===== src/rtl/fft_out_capture.sv =====
// -----------------------------------------------------------------------------
// fft_out_capture
//
// Captures one frame of 2^AW complex FFT output samples into an internal
// buffer, holds the frame for the host to read at random addresses, and
// releases it on frame_ack. Samples arriving while a frame is held are
// discarded and counted in a saturating 8-bit counter.
//
// Build option:
//   FFT_CAP_BITREV_EN  - when defined, each sample is written at the AW-bit
//                        bit-reversal of its arrival index, so a bit-reversed
//                        FFT output stream is read back in natural order.
//                        When undefined, samples are stored in arrival order.
//
// Parameters:
//   DW  width of each real / imaginary sample (two's complement)
//   AW  log2 of the frame length
//
// Ports:
//   clk          clock, all logic on the rising edge
//   rst          synchronous active-high reset
//   in_en        a sample is present on in_re / in_im this cycle
//   in_re/in_im  signed sample parts, stored bit-exact
//   rd_en        host read request (served only while a frame is held)
//   rd_addr      host read index
//   rd_valid     rd_re / rd_im carry the data of the previous accepted read
//   rd_re/rd_im  read data, held between accepted reads
//   frame_ready  a complete frame is held and readable (FULL)
//   frame_ack    host releases the held frame (ignored outside FULL)
//   busy         a frame capture is in progress (CAPTURE)
//   drop_cnt     saturating count of samples discarded while FULL
// -----------------------------------------------------------------------------
module fft_out_capture #(
   parameter int DW = 17,
   parameter int AW = 6
) (
   input  logic          clk,
   input  logic          rst,
   input  logic          in_en,
   input  logic [DW-1:0] in_re,
   input  logic [DW-1:0] in_im,
   input  logic          rd_en,
   input  logic [AW-1:0] rd_addr,
   output logic          rd_valid,
   output logic [DW-1:0] rd_re,
   output logic [DW-1:0] rd_im,
   output logic          frame_ready,
   input  logic          frame_ack,
   output logic          busy,
   output logic [7:0]    drop_cnt
);

   localparam int DEPTH = 1 << AW;

   typedef enum logic [1:0] {
      ST_IDLE    = 2'd0,
      ST_CAPTURE = 2'd1,
      ST_FULL    = 2'd2
   } state_e;

   // ---------------------------------------------------------------------------
   // State and datapath registers
   // ---------------------------------------------------------------------------
   state_e          state_q,    state_d;
   logic [AW-1:0]   wr_ptr_q,   wr_ptr_d;
   logic [7:0]      drop_cnt_q, drop_cnt_d;
   logic            rd_valid_q, rd_valid_d;
   logic [DW-1:0]   rd_re_q,    rd_re_d;
   logic [DW-1:0]   rd_im_q,    rd_im_d;

   // Frame buffer: real part in the upper half, imaginary in the lower half.
   logic [2*DW-1:0] mem_q [DEPTH];

   logic            wr_en;
   logic [AW-1:0]   wr_addr;

   // ---------------------------------------------------------------------------
   // Write address: arrival index, optionally bit-reversed
   // ---------------------------------------------------------------------------
`ifdef FFT_CAP_BITREV_EN
   always_comb begin
      wr_addr = '0;
      for (int i = 0; i < AW; i++) begin
         wr_addr[i] = wr_ptr_q[AW-1-i];
      end
   end
`else
   assign wr_addr = wr_ptr_q;
`endif

   // ---------------------------------------------------------------------------
   // Next-state logic
   // ---------------------------------------------------------------------------
   always_comb begin
      // NOTE: every signal driven here gets a default first so that no path
      // through the case leaves it unassigned and infers a latch.
      state_d    = state_q;
      wr_ptr_d   = wr_ptr_q;
      drop_cnt_d = drop_cnt_q;
      wr_en      = 1'b0;

      unique case (state_q)
         ST_IDLE: begin
            if (in_en) begin
               wr_en    = 1'b1;
               wr_ptr_d = wr_ptr_q + AW'(1);
               state_d  = ST_CAPTURE;
            end
         end

         ST_CAPTURE: begin
            if (in_en) begin
               wr_en    = 1'b1;
               // Wraps to zero on the last sample, ready for the next frame.
               wr_ptr_d = wr_ptr_q + AW'(1);
               if (wr_ptr_q == {AW{1'b1}}) begin
                  state_d = ST_FULL;
               end
            end
         end

         ST_FULL: begin
            // Incoming samples are discarded while the frame is held.
            if (in_en && (drop_cnt_q != 8'hFF)) begin
               drop_cnt_d = drop_cnt_q + 8'd1;
            end
            if (frame_ack) begin
               state_d = ST_IDLE;
            end
         end

         default: begin
            state_d = ST_IDLE;
         end
      endcase
   end

   // ---------------------------------------------------------------------------
   // Read path: one-cycle latency, data held when no read is accepted.
   // A read coinciding with frame_ack is still served because it is decided
   // from the current (FULL) state.
   // ---------------------------------------------------------------------------
   always_comb begin
      rd_valid_d = rd_en && (state_q == ST_FULL);
      rd_re_d    = rd_re_q;
      rd_im_d    = rd_im_q;
      if (rd_valid_d) begin
         rd_re_d = mem_q[rd_addr][2*DW-1:DW];
         rd_im_d = mem_q[rd_addr][DW-1:0];
      end
   end

   // ---------------------------------------------------------------------------
   // Control registers (synchronous reset)
   // ---------------------------------------------------------------------------
   // NOTE: sequential state uses non-blocking assignments so every register
   // samples the pre-edge value of every other register.
   always_ff @(posedge clk) begin
      if (rst) begin
         state_q    <= ST_IDLE;
         wr_ptr_q   <= '0;
         drop_cnt_q <= '0;
         rd_valid_q <= 1'b0;
         rd_re_q    <= '0;
         rd_im_q    <= '0;
      end else begin
         state_q    <= state_d;
         wr_ptr_q   <= wr_ptr_d;
         drop_cnt_q <= drop_cnt_d;
         rd_valid_q <= rd_valid_d;
         rd_re_q    <= rd_re_d;
         rd_im_q    <= rd_im_d;
      end
   end

   // ---------------------------------------------------------------------------
   // Frame buffer write
   // ---------------------------------------------------------------------------
   // NOTE: the buffer is deliberately not reset; a frame is only readable once
   // all of its entries have been written, so stale contents are never exposed
   // and the array can map onto plain RAM.
   always_ff @(posedge clk) begin
      if (!rst && wr_en) begin
         mem_q[wr_addr] <= {in_re, in_im};
      end
   end

   // ---------------------------------------------------------------------------
   // Outputs
   // ---------------------------------------------------------------------------
   assign rd_valid    = rd_valid_q;
   assign rd_re       = rd_re_q;
   assign rd_im       = rd_im_q;
   assign frame_ready = (state_q == ST_FULL);
   assign busy        = (state_q == ST_CAPTURE);
   assign drop_cnt    = drop_cnt_q;

endmodule


===== config.mk =====
export PLATFORM = sky130hd
export DESIGN_NAME = fft_out_capture
export DESIGN_NICKNAME = d
export VERILOG_FILES = /design/src/rtl/fft_out_capture.sv
export SDC_FILE = /design/constraint.sdc
export NUM_CORES = 2
export LEC_CHECK = 0
export ABC_AREA = 0
export CAP_MARGIN = 30
export CELL_PAD_IN_SITES_DETAIL_PLACEMENT = 2
export CELL_PAD_IN_SITES_GLOBAL_PLACEMENT = 2
export CORE_ASPECT_RATIO = 1.4
export CORE_MARGIN = 1
export CORE_UTILIZATION = 39
export CTS_BUF_LIST = sky130_fd_sc_hd__clkbuf_4 sky130_fd_sc_hd__clkbuf_8
export DETAILED_ROUTE_END_ITERATION = 6
export GPL_TIMING_DRIVEN = 0
export PLACE_DENSITY = 0.75
export SYNTH_ARGS = -nofsm -noshare
export SYNTH_HDL_FRONTEND = slang
export SYNTH_SLANG_ARGS = --single-unit

===== constraint.sdc =====
create_clock -name clk -period 11.8 [get_ports clk]
set_clock_uncertainty 0.2 [all_clocks]
set_input_delay 2.36 -clock clk [delete_from_list [all_inputs] [get_ports clk]]
set_output_delay 2.36 -clock clk [all_outputs]
set_load 0.1 [all_outputs]

==> key figures <==
Synthesis
  – #FFs+latches synth: between 2000 and 2500
  – Dominant cell type by area after synthesis: edfxtp_1
  – Async S/R FF share, synth: 0%
  – Post-synthesis xor/xnor area fraction: 0.103%
  – Post-synth top area share: 76.8%
  – Syn nets: 3917
  – Syn Inst Count: between 3000 and 4000
  – Post-synth top flop: edfxtp_1
  – Largest cells by area after synthesis: edfxtp_1 77%, mux4_2 12%, mux2i_1 2.5%, dfxtp_1 1.2%, mux2_2 0.74%
  – Most common cell in the netlist: edfxtp_1
  – Number of synthesized flops with an enable pin: approximately 2200
  – Synth Area per Inst: 22.0 µm²
  – Yosys warns: 0
  – Mapped Area: between 80000 and 90000 µm²
  – Post-synthesis mux area share: 15.7%
  – Sequential share of the synthesized area: 78.0%
  – Complex-gate fraction of the synthesized area: 3.36%
  – Top post-synthesis cells by count: 2176 x edfxtp_1, 469 x mux4_2, 212 x mux2i_1
  – Distinct cell type count after synthesis: 54
  – Post-synthesis simple-gate area fraction: approximately 1.4%
  – Combinational family with the most area after synthesis: multiplexers
  – Post-Synth Adder-Cell Area: 0.0294%

Timing
  – Least-Margin Pin Slew: 1.17 ns
  – # setup viols final: 0
  – F_max: between 150 and 200 MHz
  – Final Hold Violating Endpoints: 0
  – Rel. slew slack: 22.3%
  – Setup_tns: 0 ns
  – RSZ-0062 raised after global routing: no
  – Slew Viols, Final: 0
  – Period utilization: between 50% and 60%
  – Min Tclk post-route: 6.50 ns

Die
  – Die Wd: 397 µm
  – Die area: 220000 µm²
  – I/O pin count: 90
  – Row count: a little over 200
  – Die height: ~550 µm
  – CORE AREA: 217000 µm²
  – Initial Util: between 30% and 40%

Pwr
  – P per Cell Area: about 170 nW/µm²
  – Leakage power: 0.0317 µW
  – Max rail drop VDD: between 0.00009 and 0.0001 V

Clocking
  – Resized Gates After CTS: 0
  – Clk_lat worst skew: 1.02 ns
  – Clock Sinks: 2227
  – TritonCTS clock tree: yes
  – Post-CTS Setup Inserts: 0
  – Clock transition at path regs: ~0.080 ns
  – Buffer levels on the longest clock path: 4
  – Cts hold-fix bufs: 0
  – Root buffer cell: clkbuf_8
  – Num CTS Buffers: 336
  – Depth of the CTS H-tree: 5

GRT
  – Largest net degree at the start of global routing: 65
  – Grt total ovfl: 0
  – Vias in the first global route: 52200
  – Total GRT Usage: 31.7%
  – Initial antenna violation count: 31
  – Met2 usage: 52.2%
  – Met3 Use GR: 7.01%
  – Met1 usage: 37.4%
  – First-pass GRT wire length: 471 mm
  – Most used routing layer: met2

Layout
  – Nets: 4516
  – Share of layout cells above drive strength 1: between 30% and 40%
  – Syn-to-layout area delta: 17.7%
  – Post-layout util: ~46%
  – Filler instances: 19100

Worst setup path
  – R2r startpoint: state_q[1]
  – CP endpoint: rd_re[14]
  – Startpoint types: input pin
  – Critical Path AT: 7.06 ns
  – RR Endpoint: mem_q[38][18]
  – Worst-path fanout max: 11
  – CP startpoint: rd_addr[1]
  – Flop2flop setup slack: 7.08 ns
  – CP Class: input pin to register
  – Crit end category: register
  – R2R cell count: 7
  – Critical Path RT: about 12 ns

Detailed routing
  – Wire length per cell: 48.7 µm
  – DR iter-0 viols: 8304
  – DRC Markers: 6
  – Post-DRT Antenna Nets: 0
  – Vias: 50600
  – Total wire length: about 370 mm
  – Drt pass-1 iters: 7
  – Via-to-Cell Ratio: 6.66

Run status
  – Outcome: complete, but fails checks
  – Failing checks: DRC

Worst hold path
  – Hold Path Class: register to register

Placed design
  – Number of I/O port buffers: 86
  – Routability Congestion: 0.859
  – DP HPWL: roughly 220 mm

Job
  – # Max-Cap Violations: 0
placed cells by master (no fill, tap or decap), drive strengths merged, types with 4 or more instances in the layout:
| cell type | netlist | routed |
|---|---|---|
| edfxtp | 2176 | 2176 |
| clkbuf | 82 | 560 |
| mux4 | 469 | 469 |
| buf | 140 | 349 |
| mux2i | 212 | 212 |
| nor2 | 108 | 108 |
| clkinv | 0 | 89 |
| a21oi | 76 | 76 |
| o221ai | 67 | 67 |
| mux2 | 56 | 56 |
| clkdlybuf4s50 | 0 | 52 |
| dfxtp | 51 | 51 |
| nand2 | 44 | 44 |
| o22ai | 44 | 44 |
| a221oi | 34 | 34 |
| a22oi | 34 | 34 |
| o21ai | 32 | 32 |
| a31oi | 29 | 29 |
| o21a | 25 | 25 |
| nand3 | 18 | 18 |
| nor3 | 18 | 18 |
| a211oi | 18 | 18 |
| inv | 12 | 17 |
| a22o | 16 | 16 |
| o31ai | 15 | 15 |
| bufinv | 0 | 13 |
| diode | 0 | 12 |
| nor2b | 12 | 12 |
| or3 | 8 | 8 |
| and2 | 8 | 8 |
| and3 | 8 | 8 |
| nor3b | 6 | 6 |
| xnor2 | 6 | 6 |
| nand4 | 5 | 5 |
| nand3b | 5 | 5 |
| clkinvlp | 0 | 5 |
| nand2b | 4 | 4 |
| xor2 | 4 | 4 |
stage by stage:
stage	cells	total power, µW	worst slack [ns]	hold slack (ns)	instance area [µm²]
final	7589	16800	5.30	0.319	100000
after global routing	7580	17000	5.45	0.329	100000
after CTS	7545	16500	5.61	0.323	99600
after detailed placement	6955	9730	4.57	0.310	92800
after global placement	6812	9640	2.59	0.276	89500
after floorplan	3870	9250	6.37	0.259	85100
state kept, by name, summed over array words and instances (netlist names):
| signal | cells |
|---|---|
| rd_valid | 1 |
| mem_q | 2176 |
| wr_addr | 6 |
| rd_im | 17 |
| drop_cnt | 8 |
| state_q | 2 |
| rd_re | 17 |
critical path, stage by stage:
cell and delay (ns):
clkdlybuf4s50_1 0.76, buf_2 0.51, buf_2 0.40, buf_2 0.47, buf_2 0.71, mux4_2 0.55
a221oi_1 0.82, o21ai_1 0.41
worst min path at each step:
| stage | start | endpoint | slack [ns] | cells after the start |
|---|---|---|---|---|
| 4_1_cts | state_q[1] | state_q[0] | 0.32 | 1 |
| 2_1_floorplan | state_q[1] | state_q[0] | 0.26 | 1 |
| 6_report | state_q[1] | state_q[0] | 0.32 | 1 |
| 3_5_place_dp | state_q[1] | state_q[0] | 0.31 | 1 |
| 3_3_place_gp | state_q[1] | state_q[0] | 0.28 | 1 |
| 5_1_grt | state_q[1] | state_q[0] | 0.33 | 1 |
routing by layer:
| metal | vias to the layer above | wire length, µm |
|---|---|---|
| li1 | 17700 | - |
| met1 | 27200 | 125000 |
| met2 | 4408 | 177000 |
| met3 | 1332 | 36300 |
| met4 | 22 | 31400 |
| met5 | - | 132 |
power by group:
| group | leakage (µW) | internal [µW] | switching (µW) |
|---|---|---|---|
| Combinational | 0.00816 | 295 | 645 |
| Sequential | 0.0200 | 8680 | 8.71 |
| Clock | 0.00359 | 3510 | 3640 |
| Total | 0.0317 | 12500 | 4290 |
area by class of cell:
| type | count | area, µm² | share of cell area, % |
|---|---|---|---|
| diodes | 12 | 30.0 | 0.0300 |
| plain buffers | 222 | 1190 | 1.19 |
| clock buffers | 478 | 5890 | 5.88 |
| clock inverters | 112 | 860 | 0.858 |
| inverters | 12 | 45.0 | 0.0450 |
| multi-input cells | 1409 | 18000 | 17.9 |
| flip-flops and latches | 2227 | 66400 | 66.3 |
| well taps | 2856 | 3570 | 3.57 |
| repair buffers | 261 | 4200 | 4.20 |
kinds of logic (layout without fill, tap and decap cells):
family / count (synthesis) / after routing
mux: 737 / 737
flops: 2227 / 2227
fa+ha+maj: 2 / 2
simple gates: 253 / 253
compound gates: 407 / 407
buf+inv: 234 / 1085
xor+xnor: 10 / 10
other cells: 0 / 12
Note: power is estimated with default switching activity, not from simulation.
